File: src/rtl/imem_loader_if.sv
// Instruction-RAM write port: the loader drives it, the RAM/fetch side receives it.
interface imem_loader_if;
    logic        imem_we;
    logic [7:0]  imem_addr;
    logic [31:0] imem_wdata;

    modport master (output imem_we, imem_addr, imem_wdata);
    modport slave  (input  imem_we, imem_addr, imem_wdata);
endinterface

File: src/rtl/imem_loader.sv
// UART (8N1) program loader: SYNC/LEN/data/CSUM frame -> 32-bit instruction RAM writes, core held meanwhile.
// Write strobe 1 cycle after a word's last byte completes; no backpressure, the RAM must accept every write.
module imem_loader #(
    parameter int CLKS_PER_BIT = 434,
    parameter int MAX_WORDS    = 64
) (
    input  logic          clk,
    input  logic          rst,
    input  logic          rx,
    imem_loader_if.master imem,
    output logic          core_hold,
    output logic          done,
    output logic          err
);
    localparam int            CW       = $clog2(CLKS_PER_BIT);
    localparam logic [CW-1:0] CNT_HALF = CW'(CLKS_PER_BIT / 2);
    localparam logic [CW-1:0] CNT_LAST = CW'(CLKS_PER_BIT - 1);
    localparam logic [7:0]    SYNC     = 8'hA5;
    localparam logic [7:0]    LEN_MAX  = 8'(MAX_WORDS);

    typedef enum logic [1:0] {RX_IDLE, RX_START, RX_DATA, RX_STOP} rx_state_t;
    typedef enum logic [1:0] {WAIT_SYNC, GET_LEN, GET_DATA, GET_CSUM} frm_state_t;

    logic rx_meta, rx_s, rx_prev;

    always_ff @(posedge clk or posedge rst) begin
        if (rst) begin
            rx_meta <= 1'b1;
            rx_s    <= 1'b1;
            rx_prev <= 1'b1;
        end else begin
            rx_meta <= rx;
            rx_s    <= rx_meta;
            rx_prev <= rx_s;
        end
    end

    rx_state_t     rx_state, rx_state_nxt;
    logic [CW-1:0] cnt, cnt_nxt;
    logic [2:0]    bit_idx, bit_idx_nxt;
    logic [7:0]    shreg, shreg_nxt;
    logic          byte_vld, byte_ferr;

    always_ff @(posedge clk or posedge rst) begin
        if (rst) begin
            rx_state <= RX_IDLE;
            cnt      <= '0;
            bit_idx  <= '0;
            shreg    <= '0;
        end else begin
            rx_state <= rx_state_nxt;
            cnt      <= cnt_nxt;
            bit_idx  <= bit_idx_nxt;
            shreg    <= shreg_nxt;
        end
    end

    // Start re-check lands one cycle past the half-bit so a glitch shorter than
    // half a bit is rejected; every later sample is a whole bit further on.
    always_comb begin
        rx_state_nxt = rx_state;
        cnt_nxt      = cnt;
        bit_idx_nxt  = bit_idx;
        shreg_nxt    = shreg;
        byte_vld     = 1'b0;
        byte_ferr    = 1'b0;
        case (rx_state)
            RX_IDLE: begin
                if (rx_prev && !rx_s) begin
                    rx_state_nxt = RX_START;
                    cnt_nxt      = '0;
                end
            end
            RX_START: begin
                if (cnt == CNT_HALF) begin
                    cnt_nxt      = '0;
                    bit_idx_nxt  = '0;
                    rx_state_nxt = rx_s ? RX_IDLE : RX_DATA;
                end else begin
                    cnt_nxt = cnt + 1'b1;
                end
            end
            RX_DATA: begin
                if (cnt == CNT_LAST) begin
                    cnt_nxt     = '0;
                    shreg_nxt   = {rx_s, shreg[7:1]};
                    bit_idx_nxt = bit_idx + 3'd1;
                    if (bit_idx == 3'd7) rx_state_nxt = RX_STOP;
                end else begin
                    cnt_nxt = cnt + 1'b1;
                end
            end
            RX_STOP: begin
                if (cnt == CNT_LAST) begin
                    byte_vld     = rx_s;
                    byte_ferr    = !rx_s;
                    cnt_nxt      = '0;
                    rx_state_nxt = RX_IDLE;
                end else begin
                    cnt_nxt = cnt + 1'b1;
                end
            end
            default: rx_state_nxt = RX_IDLE;
        endcase
    end

    frm_state_t  state, state_nxt;
    logic [7:0]  len, len_nxt, word_idx, word_idx_nxt, csum, csum_nxt;
    logic [1:0]  byte_idx, byte_idx_nxt;
    logic [23:0] asm_word, asm_word_nxt;
    logic        we_q, we_nxt, hold_q, hold_nxt, done_q, done_nxt, err_q, err_nxt;
    logic [7:0]  addr_q, addr_nxt;
    logic [31:0] wdata_q, wdata_nxt;

    always_ff @(posedge clk or posedge rst) begin
        if (rst) begin
            state    <= WAIT_SYNC;
            len      <= '0;
            word_idx <= '0;
            csum     <= '0;
            byte_idx <= '0;
            asm_word <= '0;
            we_q     <= 1'b0;
            addr_q   <= '0;
            wdata_q  <= '0;
            hold_q   <= 1'b0;
            done_q   <= 1'b0;
            err_q    <= 1'b0;
        end else begin
            state    <= state_nxt;
            len      <= len_nxt;
            word_idx <= word_idx_nxt;
            csum     <= csum_nxt;
            byte_idx <= byte_idx_nxt;
            asm_word <= asm_word_nxt;
            we_q     <= we_nxt;
            addr_q   <= addr_nxt;
            wdata_q  <= wdata_nxt;
            hold_q   <= hold_nxt;
            done_q   <= done_nxt;
            err_q    <= err_nxt;
        end
    end

    always_comb begin
        state_nxt    = state;
        len_nxt      = len;
        word_idx_nxt = word_idx;
        csum_nxt     = csum;
        byte_idx_nxt = byte_idx;
        asm_word_nxt = asm_word;
        we_nxt       = 1'b0;
        addr_nxt     = addr_q;
        wdata_nxt    = wdata_q;
        hold_nxt     = hold_q;
        done_nxt     = done_q;
        err_nxt      = err_q;
        if (byte_ferr && state != WAIT_SYNC) begin
            err_nxt   = 1'b1;
            state_nxt = WAIT_SYNC;
        end else if (byte_vld) begin
            case (state)
                WAIT_SYNC: begin
                    if (shreg == SYNC) begin
                        done_nxt     = 1'b0;
                        err_nxt      = 1'b0;
                        hold_nxt     = 1'b1;
                        word_idx_nxt = '0;
                        byte_idx_nxt = '0;
                        csum_nxt     = '0;
                        state_nxt    = GET_LEN;
                    end
                end
                GET_LEN: begin
                    if (shreg == 8'd0 || shreg > LEN_MAX) begin
                        err_nxt   = 1'b1;
                        state_nxt = WAIT_SYNC;
                    end else begin
                        len_nxt   = shreg;
                        state_nxt = GET_DATA;
                    end
                end
                GET_DATA: begin
                    csum_nxt     = csum ^ shreg;
                    byte_idx_nxt = byte_idx + 2'd1;
                    case (byte_idx)
                        2'd0: asm_word_nxt[7:0]   = shreg;
                        2'd1: asm_word_nxt[15:8]  = shreg;
                        2'd2: asm_word_nxt[23:16] = shreg;
                        default: begin
                            we_nxt       = 1'b1;
                            addr_nxt     = {word_idx[5:0], 2'b00};
                            wdata_nxt    = {shreg, asm_word};
                            word_idx_nxt = word_idx + 8'd1;
                            if (word_idx == len - 8'd1) state_nxt = GET_CSUM;
                        end
                    endcase
                end
                GET_CSUM: begin
                    if (shreg == csum) begin
                        done_nxt = 1'b1;
                        hold_nxt = 1'b0;
                    end else begin
                        err_nxt = 1'b1;
                    end
                    state_nxt = WAIT_SYNC;
                end
                default: state_nxt = WAIT_SYNC;
            endcase
        end
    end

    assign imem.imem_we    = we_q;
    assign imem.imem_addr  = addr_q;
    assign imem.imem_wdata = wdata_q;
    assign core_hold       = hold_q;
    assign done            = done_q;
    assign err             = err_q;
endmodule
File: src/flat_wrapper.sv
// flat-port wrapper written by rule: the top's interface ports become plain ports
module imem_loader_flat 
#(
    parameter int CLKS_PER_BIT = 434,
    parameter int MAX_WORDS    = 64
)
  (clk, rst, rx, core_hold, done, err, imem_imem_we, imem_imem_addr, imem_imem_wdata);
  imem_loader_if imem_i ();
  input  logic clk;
  input  logic rst;
  input  logic rx;
  output logic core_hold;
  output logic done;
  output logic err;
  output wire logic [$bits(imem_i.imem_we)-1:0] imem_imem_we;
  output wire logic [$bits(imem_i.imem_addr)-1:0] imem_imem_addr;
  output wire logic [$bits(imem_i.imem_wdata)-1:0] imem_imem_wdata;
  assign imem_imem_we = imem_i.imem_we;
  assign imem_imem_addr = imem_i.imem_addr;
  assign imem_imem_wdata = imem_i.imem_wdata;
  imem_loader #(.CLKS_PER_BIT(CLKS_PER_BIT), .MAX_WORDS(MAX_WORDS)) u_core (.clk(clk), .rst(rst), .rx(rx), .imem(imem_i), .core_hold(core_hold), .done(done), .err(err));
endmodule
File: config.mk
export PLATFORM = sky130hd
export DESIGN_NAME = imem_loader_flat
export DESIGN_NICKNAME = d
export VERILOG_FILES = /design/src/rtl/imem_loader_if.sv /design/src/rtl/imem_loader.sv /design/src/flat_wrapper.sv
export SDC_FILE = /design/constraint.sdc
export NUM_CORES = 1
export LEC_CHECK = 0
export ABC_AREA = 1
export BUFFER_PORTS_ARGS = -buffer_cell sky130_fd_sc_hd__clkbuf_2
export CAP_MARGIN = 0
export CORE_UTILIZATION = 40
export CTS_CLUSTER_SIZE = 14
export DETAILED_ROUTE_END_ITERATION = 16
export PLACE_DENSITY = 0.58
export SLEW_MARGIN = 20
export SYNTH_ARGS = -nofsm -noshare
export SYNTH_HDL_FRONTEND = slang
export SYNTH_SLANG_ARGS = --single-unit
File: constraint.sdc
create_clock -name clk -period 4 [get_ports clk]
set_input_delay 0.8 -clock clk [delete_from_list [all_inputs] [get_ports clk]]
set_output_delay 0.8 -clock clk [all_outputs]
set_load 0.03 [all_outputs]
# ---- Yosys cells after proc, flatten, opt, wreduce, memory -nomap -nowiden
# Cells that the tools add are included.
dict set report word_totals {
  regBits 119
  latchBits 0
  ram_bits 0
  mem_bits_ro 0
  in_bits 3
  out_inout_bits 44
  mem_count 0
}
dict set report op_classes {
  addsub 5
  multipliers 0
  div_mod_pow 0
  n_lt_le_gt_ge 1
  eq_ne 27
  shift 0
  mux 46
  bitwise_logic 4
  reduce_logical 29
}
# op count
set op_table {}
lappend op_table {{$pmux W8 S2} 2}
lappend op_table {{$reduce_and A4 Y1} 7}
lappend op_table {{$mux W9} 3}
lappend op_table {{$pmux W9 S3} 1}
lappend op_table {{$mux W2} 13}
lappend op_table {{$reduce_and A5 Y1} 4}
lappend op_table {{$eq A8 B8 Y1} 2}
lappend op_table {{$mux W1} 16}
lappend op_table {{$mux W8} 2}
lappend op_table {{$pmux W2 S4} 2}
lappend op_table {{$ne A2 B1 Y1 const B} 7}
lappend op_table {{$eq A2 B2 Y1 const B} 5}
lappend op_table {{$reduce_bool A2 Y1} 5}
lappend op_table {{$add A9 B1 Y9 const B} 1}
lappend op_table {{$eq A9 B8 Y1 const B} 1}
lappend op_table {{$eq A9 B9 Y1 const B} 1}
lappend op_table {{$ne A3 B1 Y1 const B} 3}
lappend op_table {{$add A8 B1 Y8 const B} 1}
lappend op_table {{$eq A8 B8 Y1 const B} 1}
lappend op_table {{$gt A8 B7 Y1 const B} 1}
lappend op_table {{$logic_not A8 Y1} 1}
lappend op_table {{$sub A8 B1 Y8 const B} 1}
lappend op_table {{$xor A8 B8 Y8} 1}
lappend op_table {{$eq A2 B1 Y1 const B} 3}
lappend op_table {{20 further kinds} 28}

# ---- Depth between registers and ports, before layout
# Gate-level depths: netlist (run 1).
dict set report logic_depth {
  depth_word 7
  mapped_depth 14
}

# ---- Worst setup path before layout (run 1)
# Ideal clock, no wire load.
dict set report synth_path {
  path_type {reg-to-reg}
  from {register u_core.cnt[1]}
  to {register u_core.wdata_q[10] (netlist: u_core.imem.imem_wdata[10])}
  setup_time_ps 117
  arrival_time_ps 1695
  slack_ps 2188
  path_stages_with_launch 15
  cell_sequence {dfrtp_1 > inv_1 > ha_1 > nand2_1 > nor3_1 > nand2_2 > nor2_4 > nand2_4 > inv_2 > nor2_8 > nand3_4 > inv_4 > buf_6 > nand2_1 > nand2_1}
}
dict set report synth_between {
  elab_chain_len 6
  word_cells_on_any_way 8
  cone_classes {eq/ne (1); mux (4); bitwise (1); reduce/logical (2)}
}
# element line
set synth_lines {}
lappend synth_lines {{start, declared} imem_loader.sv:39} ;# logic [CW-1:0] cnt, cnt_nxt;
lappend synth_lines {{start signal, assigned} imem_loader.sv:52} ;# cnt <= cnt_nxt;
lappend synth_lines {{$eq A9 B9 Y1 *} imem_loader.sv:94} ;# if (cnt == CNT_LAST) begin
lappend synth_lines {{$mux W1} imem_loader.sv:94}
lappend synth_lines {{$mux W1} imem_loader.sv:67} ;# case (rx_state)
lappend synth_lines {{$logic_and A1 B1 Y1} imem_loader.sv:158} ;# if (byte_ferr && state != WAIT_SYNC) begin
lappend synth_lines {{$not A1 Y1 (no source line)} -}
lappend synth_lines {{$reduce_and A4 Y1 (no source line) *} -}
lappend synth_lines {{end signal, assigned} imem_loader.sv:138} ;# wdata_q <= wdata_nxt;
lappend synth_lines {{end, declared} imem_loader.sv:113} ;# logic [31:0] wdata_q, wdata_nxt;
# Every way passes the cells marked *; elsewhere a longest branch is shown, timed or not.
# A chain may end at the register's enable or synchronous reset.

# ---- Final worst setup path (run 1)
dict set report layout_path {
  from {register u_core.state[0]}
  to {register u_core.wdata_q[3] (netlist: u_core.imem.imem_wdata[3])}
}
dict set report layout_between {
  elab_chain_len 4
  word_cells_on_any_way 5
  cone_classes {eq/ne (1); bitwise (1); reduce/logical (3)}
}
# element line
set layout_lines {}
lappend layout_lines {{start, declared} imem_loader.sv:107} ;# frm_state_t state, state_nxt;
lappend layout_lines {{start signal, assigned} imem_loader.sv:130} ;# state <= state_nxt;
lappend layout_lines {{$reduce_bool A2 Y1} imem_loader.sv:158}
lappend layout_lines {{$logic_and A1 B1 Y1} imem_loader.sv:158}
lappend layout_lines {{$not A1 Y1 (no source line)} -}
lappend layout_lines {{$reduce_and A4 Y1 (no source line) *} -}
# Marks and branches as above.

==> results.json, run 1 <==
{
  "flow.area_growth_from_synthesis_pct": 16.64,
  "clock-root-buffer": "clkbuf_16",
  "ioPinCount": 47,
  "timing.final.hold_violations": 0,
  "placeableCoreArea_um2": 13880,
  "final_core_utilization": 0.4783,
  "buffer_ports.inserted": 44,
  "number_of_antenna_violations_at_the_first_check_in_global_routing": 0,
  "synth.top_cells.by_count": "nand2_1, dfrtp_1, inv_1",
  "synthDistinctLibCells": 36,
  "firstDrtPassIters": 6,
  "min_period_over_period": 0.6625,
  "ys_seq_elements": 119,
  "cpMaxStageDelayCell": "nand3_4",
  "routed_wire_length_per_instance_um": 13.56,
  "floorplan.die.width_um": 121.3,
  "syn_area_per_cell_um2": 8.572,
  "cap_violations": 0,
  "final_max_slew_viol_count": 0,
  "max-clock-path-buffers": 2,
  "mappedNetlistArea_um2": 5692,
  "clock_tree_from_tritoncts": "yes",
  "power.ir.vdd_worst_uv": 291.6,
  "avgViaCountPerCell": 4.944,
  "crit_path_cell_trace": "inv_1 -> ha_1 -> inv_1 -> nor2_8 -> nand3_4 -> inv_4 -> nand2_1 -> nand2_1",
  "holdCritPathClass": "register to register",
  "synth-async-reset-ratio": 1.000,
  "yosys.area.top_type_share": 0.5100,
  "cells_resized_by_post_cts_repair": 0,
  "cp.buffers_inverters": 3,
  "worstMarginPinSlew_ns": 0.8330,
  "placement_rows": 43,
  "global_route.usage.total": 0.1851,
  "library_cell_with_the_largest_summed_area_after_synthesis": "dfrtp_1",
  "clock-sinks": 119,
  "required_ns": 4.36,
  "worst_skew_pair.late_latency_ns": 0.42,
  "detail_route.iter0.violations": 366,
  "multi_input_area_um2": 2340,
  "drt_drc_violations_left": 0,
  "final_area_um2": 6639,
  "timing.critical_path.from_type": "register",
  "crit_arrival_ns": 3.01,
  "setup_repair_after_global_routing_missed_its_margin": "no",
  "diodes": 0,
  "crit_family": "simple AND/OR/NAND/NOR gates",
  "synth_flop_cell": "dfrtp_1",
  "cts_hold_repair.buffers": 0,
  "largest_net_degree_at_the_start_of_global_routing": 62,
  "fmax_mhz": 377.4,
  "register_area_um2": 2982,
  "whs_ns": 0.3563,
  "via_total_after_detailed_routing": 4479,
  "ys.warnings.count": 0,
  "syn_inst": 664,
  "setup_total_negative_slack_ns": 0,
  "numCtsBuffers": 17,
  "cts.clk_slew.worst_paths_ns": 0.06,
  "floorplan.initialDensity": 0.4100,
  "place_ws_ns": 1.351,
  "endpoint_kind": "register",
  "grt_first_pass_wirelength_um": 20920,
  "overflow": 0,
  "fin_skew_ns": 0.01180,
  "die_y_um": 121.3,
  "fp.dieArea_um2": 14710,
  "kind_of_critical_path": "register to register",
  "nFillCells": 1309,
  "timing.critical_path.fanout_max": 53,
  "gp_congestion": 0.9193,
  "cts_setup_buffers": 0,
  "run_status": "complete, no violations",
  "synth_top_cells_by_area": "dfrtp_1, nand2_1, o21ai_0, inv_1, ha_1",
  "crit_path_max_incr_delay_ns": 0.49,
  "synth_edf_count": 0,
  "fin_crit_ns": 2.650,
  "power.static_leakage_nw": 3.366,
  "final_critical_path_setup_slack_ns": 1.350,
  "clock_tree.htree_level_count": 4,
  "wl_um": 12280,
  "drt.antenna.violating_nets": 0,
  "worst_slew_margin_rel": 0.4426,
  "finalSetupViolations": 0,
  "grt_pass1_vias": 4260,
  "power_density_nw_per_um2": 457.8,
  "synth.yosys.seq_area_share": 0.5239,
  "final_nets": 734,
  "post-synth-top-count-cell": "nand2_1",
  "placed_area_um2": 6056,
  "hpwlAfterDp_um": 8460,
  "share_of_layout_cells_above_drive_strength_1": 0.1377
}
per-stage QoR:
step / instances / total power, W
floorplan: 665 / 0.001492
global placement: 874 / 0.001546
detailed placement: 874 / 0.001558
CTS: 906 / 0.003076
global route: 906 / 0.003175
finish: 906 / 0.003039
where the power goes:
part	total, W	switching, W	internal, W
registers	0.00127	0.0000314	0.00124
clock network	0.00150	0.000622	0.000882
logic	0.000264	0.000183	0.0000810
cell usage in the layout, fill, tap and decap left out, drive strengths merged, types with 2 or more instances in the layout:
cell type and instances:
nand2 218, inv 78, o21ai 76, o22ai 6, nand3 41, nor3 8
xnor2 9, a21oi 9, nand4 12, clkinv 4, xor2 13, nor2 43
conb 2, clkbuf 61, ha 18, dfrtp 116, dfstp 3, o21a 2
cell type report:
type,count,area share
clock buffer,17,0.06408
clock inverter,15,0.02375
inverter,69,0.04052
multi-input combinational,461,0.3524
sequential,119,0.4491
tap,180,0.03392
timing repair buffer,45,0.03619
sequential cells by signal, indices dropped and copies added, names as in the netlist, 6 cells and up, named ones only:
name,flops
u_core.imem.imem_wdata,32
u_core.asm_word,24
u_core.cnt,9
u_core.csum,8
u_core.len,8
u_core.shreg,8
u_core.word_idx,8
u_core.imem.imem_addr,6
cells by family after synthesis:
family                   after synthesis  share of synthesized area
AO/OA/AOI/OAI                         95                    0.08705
XOR/XNOR                              22                    0.03385
adder cells (fa/ha/maj)               18                    0.03957
buffers and inverters                 85                    0.06573
flip-flops                           119                     0.5239
other                                  1                  0.0006589
AND/OR/NAND/NOR                      324                     0.2493
path summary, 6_finish.rpt:
kind / to / startpoint / depth (start not counted) / slack (ns)
setup / recovery: u_core.imem.imem_wdata[3]$_DFFE_PP0P_ / u_core.state[0]$_DFFE_PP0P_ / 8 / 1.35
hold / removal: u_core.rx_s$_DFF_PP1_ / u_core.rx_meta$_DFF_PP1_ / 0 / 0.36
setup reg to reg: u_core.imem.imem_wdata[3]$_DFFE_PP0P_ / u_core.state[0]$_DFFE_PP0P_ / 8 / 1.35
hold reg to reg: u_core.rx_s$_DFF_PP1_ / u_core.rx_meta$_DFF_PP1_ / 0 / 0.36
max in group asynchronous: u_core.asm_word[15]$_DFFE_PP0P_ / rst / 3 / 2.72
min in group asynchronous: u_core.imem.imem_addr[5]$_DFFE_PP0P_ / rst / 2 / 0.50
metal layers:
layer / part of all wire / track usage / wire length, µm / up-vias
met5: 0 / 0 / 0 / -
met4: 0.013 / 0.06327 / 165 / 0
met3: 0.051 / 0.05874 / 629 / 17
met2: 0.45 / 0.2798 / 5542 / 108
met1: 0.48 / 0.2489 / 5945 / 2116
li1: - / - / - / 2238
No activity file was read; power rests on OpenSTA's default activity.
==> inputs of run 2 (changes only) <==
==> constraint.sdc (replaced) <==
create_clock -name clk -period 2.3 [get_ports clk]
set_input_delay 0.46 -clock clk [delete_from_list [all_inputs] [get_ports clk]]
set_output_delay 0.46 -clock clk [all_outputs]
set_load 0.03 [all_outputs]
==> results.json, run 2 (synthesis results as in run 1) <==
{
  "run_status": "complete, no violations",
  "placement_rows": 43,
  "max_reg_flops": 32,
  "die_y_um": 121.3,
  "crit_path_max_incr_delay_ns": 0.39,
  "worst_skew_pair.late_latency_ns": 0.42,
  "buffer_ports.inserted": 44,
  "nFillCells": 1320,
  "power.static_leakage_nw": 3.376,
  "hpwlAfterDp_um": 8506,
  "worst_hold_path.num_cells": 1,
  "floorplan.initialDensity": 0.4100,
  "via_total_after_detailed_routing": 4472,
  "fin_skew_ns": 0.01098,
  "flow.area_growth_from_synthesis_pct": 17.23,
  "crit_arrival_ns": 2.34,
  "drt_drc_violations_left": 0,
  "number_of_antenna_violations_at_the_first_check_in_global_routing": 0,
  "max-clock-path-buffers": 2,
  "worstMarginPinSlew_ns": 0.6491,
  "share_of_layout_cells_above_drive_strength_1": 0.1485,
  "numCtsBuffers": 17,
  "final_cell_count_no_fill": 914,
  "timing.critical_path.from_type": "register",
  "worstRegToRegCells": 13,
  "detail_route.iter0.violations": 303,
  "placeableCoreArea_um2": 13880,
  "cts_setup_buffers": 0,
  "largest_net_degree_at_the_start_of_global_routing": 120,
  "power.ir.vdd_worst_uv": 652.6,
  "setup_repair_after_global_routing_missed_its_margin": "no",
  "setup_total_negative_slack_ns": 0,
  "crit_path_frequent_cell": "nand2_1",
  "placed_cells_incl_taps": 882,
  "place_ws_ns": 0.2328,
  "finalSetupViolations": 0,
  "cts_hold_repair.buffers": 0,
  "diodes": 0,
  "clock_tree.htree_level_count": 4,
  "layout.cells.most_common_list": "nand2_1, dfrtp_1, inv_1",
  "routed_wire_length_per_instance_um": 13.39,
  "drt.antenna.violating_nets": 0,
  "holdCritPathClass": "input pin to register",
  "min_period_over_period": 0.8998,
  "placed_area_um2": 6130,
  "grt_pass1_vias": 4320,
  "clock_tree_from_tritoncts": "yes",
  "timing.final.hold_violations": 0,
  "gp_congestion": 0.8193,
  "kind_of_critical_path": "register to register",
  "final_critical_path_setup_slack_ns": 0.2305,
  "fp.dieArea_um2": 14710,
  "grt_first_pass_wirelength_um": 20940,
  "floorplan.die.width_um": 121.3,
  "final_common_cell": "nand2_1",
  "ioPinCount": 47,
  "cells_resized_by_post_cts_repair": 0,
  "whs_ns": 0.1317,
  "avgViaCountPerCell": 4.893,
  "endpoint_kind": "register",
  "fmax_mhz": 483.2,
  "timing.critical_path.fanout_max": 9,
  "crit_path_cell_trace": "inv_1 -> ha_1 -> nand2_1 -> nor3_1 -> nand2_2 -> nor2_4 -> nand2_4 -> nor2_4 -> nand3_1 -> inv_1 -> nand2_1 -> nand2_1 -> o21ai_0",
  "cts.clk_slew.worst_paths_ns": 0.05,
  "final_max_slew_viol_count": 0,
  "clock-root-buffer": "clkbuf_16",
  "overflow": 0,
  "global_route.usage.total": 0.1849,
  "wl_um": 12240,
  "worst_slew_margin_rel": 0.5673,
  "cpMaxStageDelayCell": "dfrtp_1",
  "firstDrtPassIters": 4,
  "final_area_um2": 6673,
  "fin_crit_ns": 2.069,
  "power_density_nw_per_um2": 762.9,
  "required_ns": 2.57,
  "final_nets": 742,
  "clock-sinks": 119,
  "cap_violations": 0
}
==> run 2: cell types whose count changed in the layout (fill, tap and decap cells not counted), sizes merged <==
cell,before,now
bufinv,1,0
inv,78,74
buf,1,9
clkinvlp,1,5
clkinv,4,5
==> run 2: layout make-up <==
type	instances	area, µm²	share of cell area
timing repair buffer	53	312.8	0.04688
sequential	119	2982	0.4468
inverter	69	270.3	0.04050
clock buffer	17	425.4	0.06375
multi-input combinational	461	2340	0.3506
clock inverter	15	117.6	0.01763
tap	180	225.2	0.03375
==> run 2: per-stage QoR <==
stage               utilization  power (W)
CTS                      0.4807   0.005149
floorplan                     -   0.002596
global route             0.4807   0.005341
finish                   0.4807   0.005090
detailed placement       0.4416   0.002708
global placement         0.4416   0.002690
==> run 2: critical path: cells and delay by family (launching register included) <==
family	cells	cell delay, ns
compound gates	1	0.09
fa+ha+maj	1	0.16
flops	1	0.39
simple gates	9	1.11
buf+inv	2	0.16
==> run 2: report_power, final <==
part / internal, W / switching (W)
clock: 0.00139 / 0.00102
sequential: 0.00216 / 0.0000574
combinational: 0.000141 / 0.000319
==> run 2: layer usage <==
metal  part of all wire  up-vias  track usage
li1                   -     2246            -
met1               0.48     2118       0.2453
met2               0.46       93       0.2834
met3              0.044       15      0.05310
met4              0.016        0      0.07253
met5                  0        -            0
==> run 2: path summary, 6_finish.rpt <==
path	to	start	slack (ns)
worst max-delay path	u_core.core_hold$_DFFE_PP0P_	u_core.cnt[1]$_DFFE_PP0N_	0.23
worst min-delay path	u_core.rx_meta$_DFF_PP1_	rx	0.13
worst max register to register	u_core.core_hold$_DFFE_PP0P_	u_core.cnt[1]$_DFFE_PP0N_	0.23
worst min register to register	u_core.rx_s$_DFF_PP1_	u_core.rx_meta$_DFF_PP1_	0.36
max in group asynchronous	u_core.imem.imem_wdata[6]$_DFFE_PP0P_	rst	1.60
min in group asynchronous	u_core.imem.imem_addr[2]$_DFFE_PP0P_	rst	0.18
==> inputs of run 3 (changes only) <==
--- a/config.mk
+++ b/config.mk
@@ -5,14 +5,13 @@
 export SDC_FILE = /design/constraint.sdc
 export NUM_CORES = 1
 export LEC_CHECK = 0
-export ABC_AREA = 1
 export BUFFER_PORTS_ARGS = -buffer_cell sky130_fd_sc_hd__clkbuf_2
 export CAP_MARGIN = 0
 export CORE_UTILIZATION = 40
 export CTS_CLUSTER_SIZE = 14
 export DETAILED_ROUTE_END_ITERATION = 16
 export PLACE_DENSITY = 0.58
-export SLEW_MARGIN = 20
+export SLEW_MARGIN = 5
 export SYNTH_ARGS = -nofsm -noshare
 export SYNTH_HDL_FRONTEND = slang
 export SYNTH_SLANG_ARGS = --single-unit
==> results.json, run 3 <==
{
  "firstDrtPassIters": 4,
  "ys_seq_elements": 119,
  "placeableCoreArea_um2": 13450,
  "largest_net_degree_at_the_start_of_global_routing": 120,
  "clock_tree_from_tritoncts": "yes",
  "clock-root-buffer": "clkbuf_16",
  "kind_of_critical_path": "register to register",
  "syn_area_per_cell_um2": 11.96,
  "ys.warnings.count": 0,
  "p_total_w": 0.005476,
  "worst_skew_pair.late_latency_ns": 0.42,
  "required_ns": 2.61,
  "ioPinCount": 47,
  "worst_setup_path_startpoint": "u_core.len[1]$_DFFE_PP0P_",
  "min_period_over_period": 0.9340,
  "layout.cells.most_common_list": "dfrtp_1, clkbuf_2, mux2_2, mux2_1, nand2_1",
  "hpwlAfterDp_um": 7696,
  "crit_path_max_incr_delay_ns": 0.39,
  "floorplan.initialDensity": 0.4170,
  "power.ir.vdd_worst_uv": 728.7,
  "drt_drc_violations_left": 0,
  "final_max_slew_viol_count": 0,
  "mappedNetlistArea_um2": 5610,
  "final_area_um2": 6780,
  "flow.area_growth_from_synthesis_pct": 20.85,
  "max-clock-path-buffers": 2,
  "clock-sinks": 119,
  "cap_violations": 0,
  "die_y_um": 120.4,
  "register_area_um2": 2982,
  "cp.depth": 8,
  "holdCritPathClass": "input pin to register",
  "setup_total_negative_slack_ns": 0,
  "min-delay-start": "rx",
  "crit_family": "compound AO/OA/AOI/OAI gates",
  "run_status": "complete, no violations",
  "finalSetupViolations": 0,
  "final_nets": 554,
  "crit_arrival_ns": 2.46,
  "worstMarginPinSlew_ns": 0.6438,
  "global_route.usage.total": 0.1737,
  "cpMaxStageDelayCell": "dfrtp_1",
  "fin_skew_ns": 0.008898,
  "crit_path_frequent_cell": "a221oi_1",
  "library_cell_with_the_largest_summed_area_after_synthesis": "dfrtp_1",
  "fp.dieArea_um2": 14500,
  "place_ws_ns": 0.06731,
  "fin_crit_ns": 2.148,
  "grt_first_pass_wirelength_um": 19260,
  "synth.top_cells.by_count": "dfrtp_1, mux2_1, mux2_2",
  "placement_rows": 42,
  "syn_inst": 469,
  "routed_wire_length_per_instance_um": 15.68,
  "worstRegToRegCells": 8,
  "worst_hold_path.num_cells": 1,
  "number_of_antenna_violations_at_the_first_check_in_global_routing": 0,
  "yosys.area.top_type_share": 0.5174,
  "synth_flop_cell": "dfrtp_1",
  "final_common_cell": "dfrtp_1",
  "numCtsBuffers": 17,
  "grt_pass1_vias": 3796,
  "synth.yosys.seq_area_share": 0.5314,
  "cts.clk_slew.worst_paths_ns": 0.06,
  "setup_repair_after_global_routing_missed_its_margin": "no",
  "detail_route.iter0.violations": 174,
  "cp.buffers_inverters": 1,
  "via_total_after_detailed_routing": 3748,
  "whs_ns": 0.1222,
  "synth-async-reset-ratio": 1.000,
  "gp_congestion": 0.7655,
  "post-synth-top-count-cell": "dfrtp_1",
  "final_critical_path_setup_slack_ns": 0.1518,
  "fmax_mhz": 465.5,
  "share_of_layout_cells_above_drive_strength_1": 0.2875,
  "buffer_ports.inserted": 44,
  "timing.final.hold_violations": 0,
  "max_reg_flops": 32,
  "synthDistinctLibCells": 57,
  "overflow": 0,
  "power_density_nw_per_um2": 807.7,
  "floorplan.die.width_um": 120.4,
  "placed_area_um2": 6125,
  "rr_startpoint": "u_core.len[1]$_DFFE_PP0P_",
  "clock_tree.htree_level_count": 4,
  "diodes": 0,
  "multi_input_area_um2": 2467,
  "wl_um": 11320,
  "avgViaCountPerCell": 5.191,
  "endpoint_kind": "register",
  "drt.antenna.violating_nets": 0,
  "nFillCells": 1231,
  "timing.critical_path.from_type": "register",
  "synth_edf_count": 0,
  "crit_path_cell_trace": "inv_1 -> ha_2 -> o21ba_1 -> a221oi_1 -> a41oi_1 -> o31a_1 -> or3_1 -> a221oi_1",
  "timing.critical_path.fanout_max": 8,
  "power.static_leakage_nw": 3.467,
  "worst_slew_margin_rel": 0.5708,
  "synth_top_cells_by_area": "dfrtp_1, mux2_1, mux2_2, ha_1, o21ai_0"
}
[run 3: changes by cell type in the layout (fill, tap and decap cells not counted), sizes merged, moves of 22 or more]
cell	change
nand2	-185
o21ai	-38
mux2	+76
inv	-55
nor2	-22
nand3	-28
[run 3: worst register-to-register path, delay by kind of cell, from the launching register on]
family / cells / cell delay (ns)
adder cells (fa/ha/maj): 1 / 0.23
flip-flops: 1 / 0.39
AO/OA/AOI/OAI: 5 / 1.04
buffers and inverters: 1 / 0.06
AND/OR/NAND/NOR: 1 / 0.32
[run 3: kinds of logic after synthesis]
kind of cell | Yosys count | synth area share
AO/OA/AOI/OAI | 71 | 0.08118
multiplexers | 79 | 0.1579
XOR/XNOR | 24 | 0.03747
buffers and inverters | 42 | 0.03189
flip-flops | 119 | 0.5314
adder cells (fa/ha/maj) | 18 | 0.04014
AND/OR/NAND/NOR | 115 | 0.1193
other | 1 | 0.0006684
[run 3: area by class of cell]
type | instances | share of cell area
repair buffers | 66 | 0.05924
clock buffers | 19 | 0.06680
multi-input cells | 309 | 0.3639
inverters | 20 | 0.01163
well taps | 176 | 0.03248
flip-flops and latches | 119 | 0.4397
clock inverters | 13 | 0.02620
[run 3: power breakdown]
group / total, W / internal [W] / switching [W]
Sequential: 0.00217 / 0.00214 / 0.0000333
Clock: 0.00280 / 0.00186 / 0.000939
Combinational: 0.000503 / 0.000175 / 0.000328
[run 3: layer usage]
layer  wire length, µm  GRT usage  part of all wire  vias to the layer above
li1                  -          -                 -                     1775
met1              5252     0.2290              0.46                     1889
met2              5434     0.2737              0.48                       64
met3               444    0.04387             0.039                       20
met4               189    0.06944             0.017                        0
met5                 0          0                 0                        -
[run 3: through the flow]
step           utilization  cells
2_1_floorplan            -    470
3_3_place_gp        0.4553    689
3_5_place_dp        0.4553    689
4_1_cts             0.5021    721
5_1_grt             0.5040    722
6_report            0.5040    722
[run 3: what timing repair did]
| action | 4_1_cts | 5_1_grt |
|---|---|---|
| gates resized for setup | 0 | 5 |
| setup endpoints to repair | 0 | 54 |
| hold buffers | 0 | 0 |
| buffers inserted | 0 | 1 |
[run 3: path summary, 6_finish.rpt]
check,endpoint,slack (ns)
max in group asynchronous,u_core.len[7]$_DFFE_PP0P_,1.61
max reg2reg,u_core.state[0]$_DFFE_PP0P_,0.15
min reg2reg,u_core.rx_s$_DFF_PP1_,0.35
min in group asynchronous,u_core.imem.imem_wdata[19]$_DFFE_PP0P_,0.20
min,u_core.rx_meta$_DFF_PP1_,0.12
max,u_core.state[0]$_DFFE_PP0P_,0.15
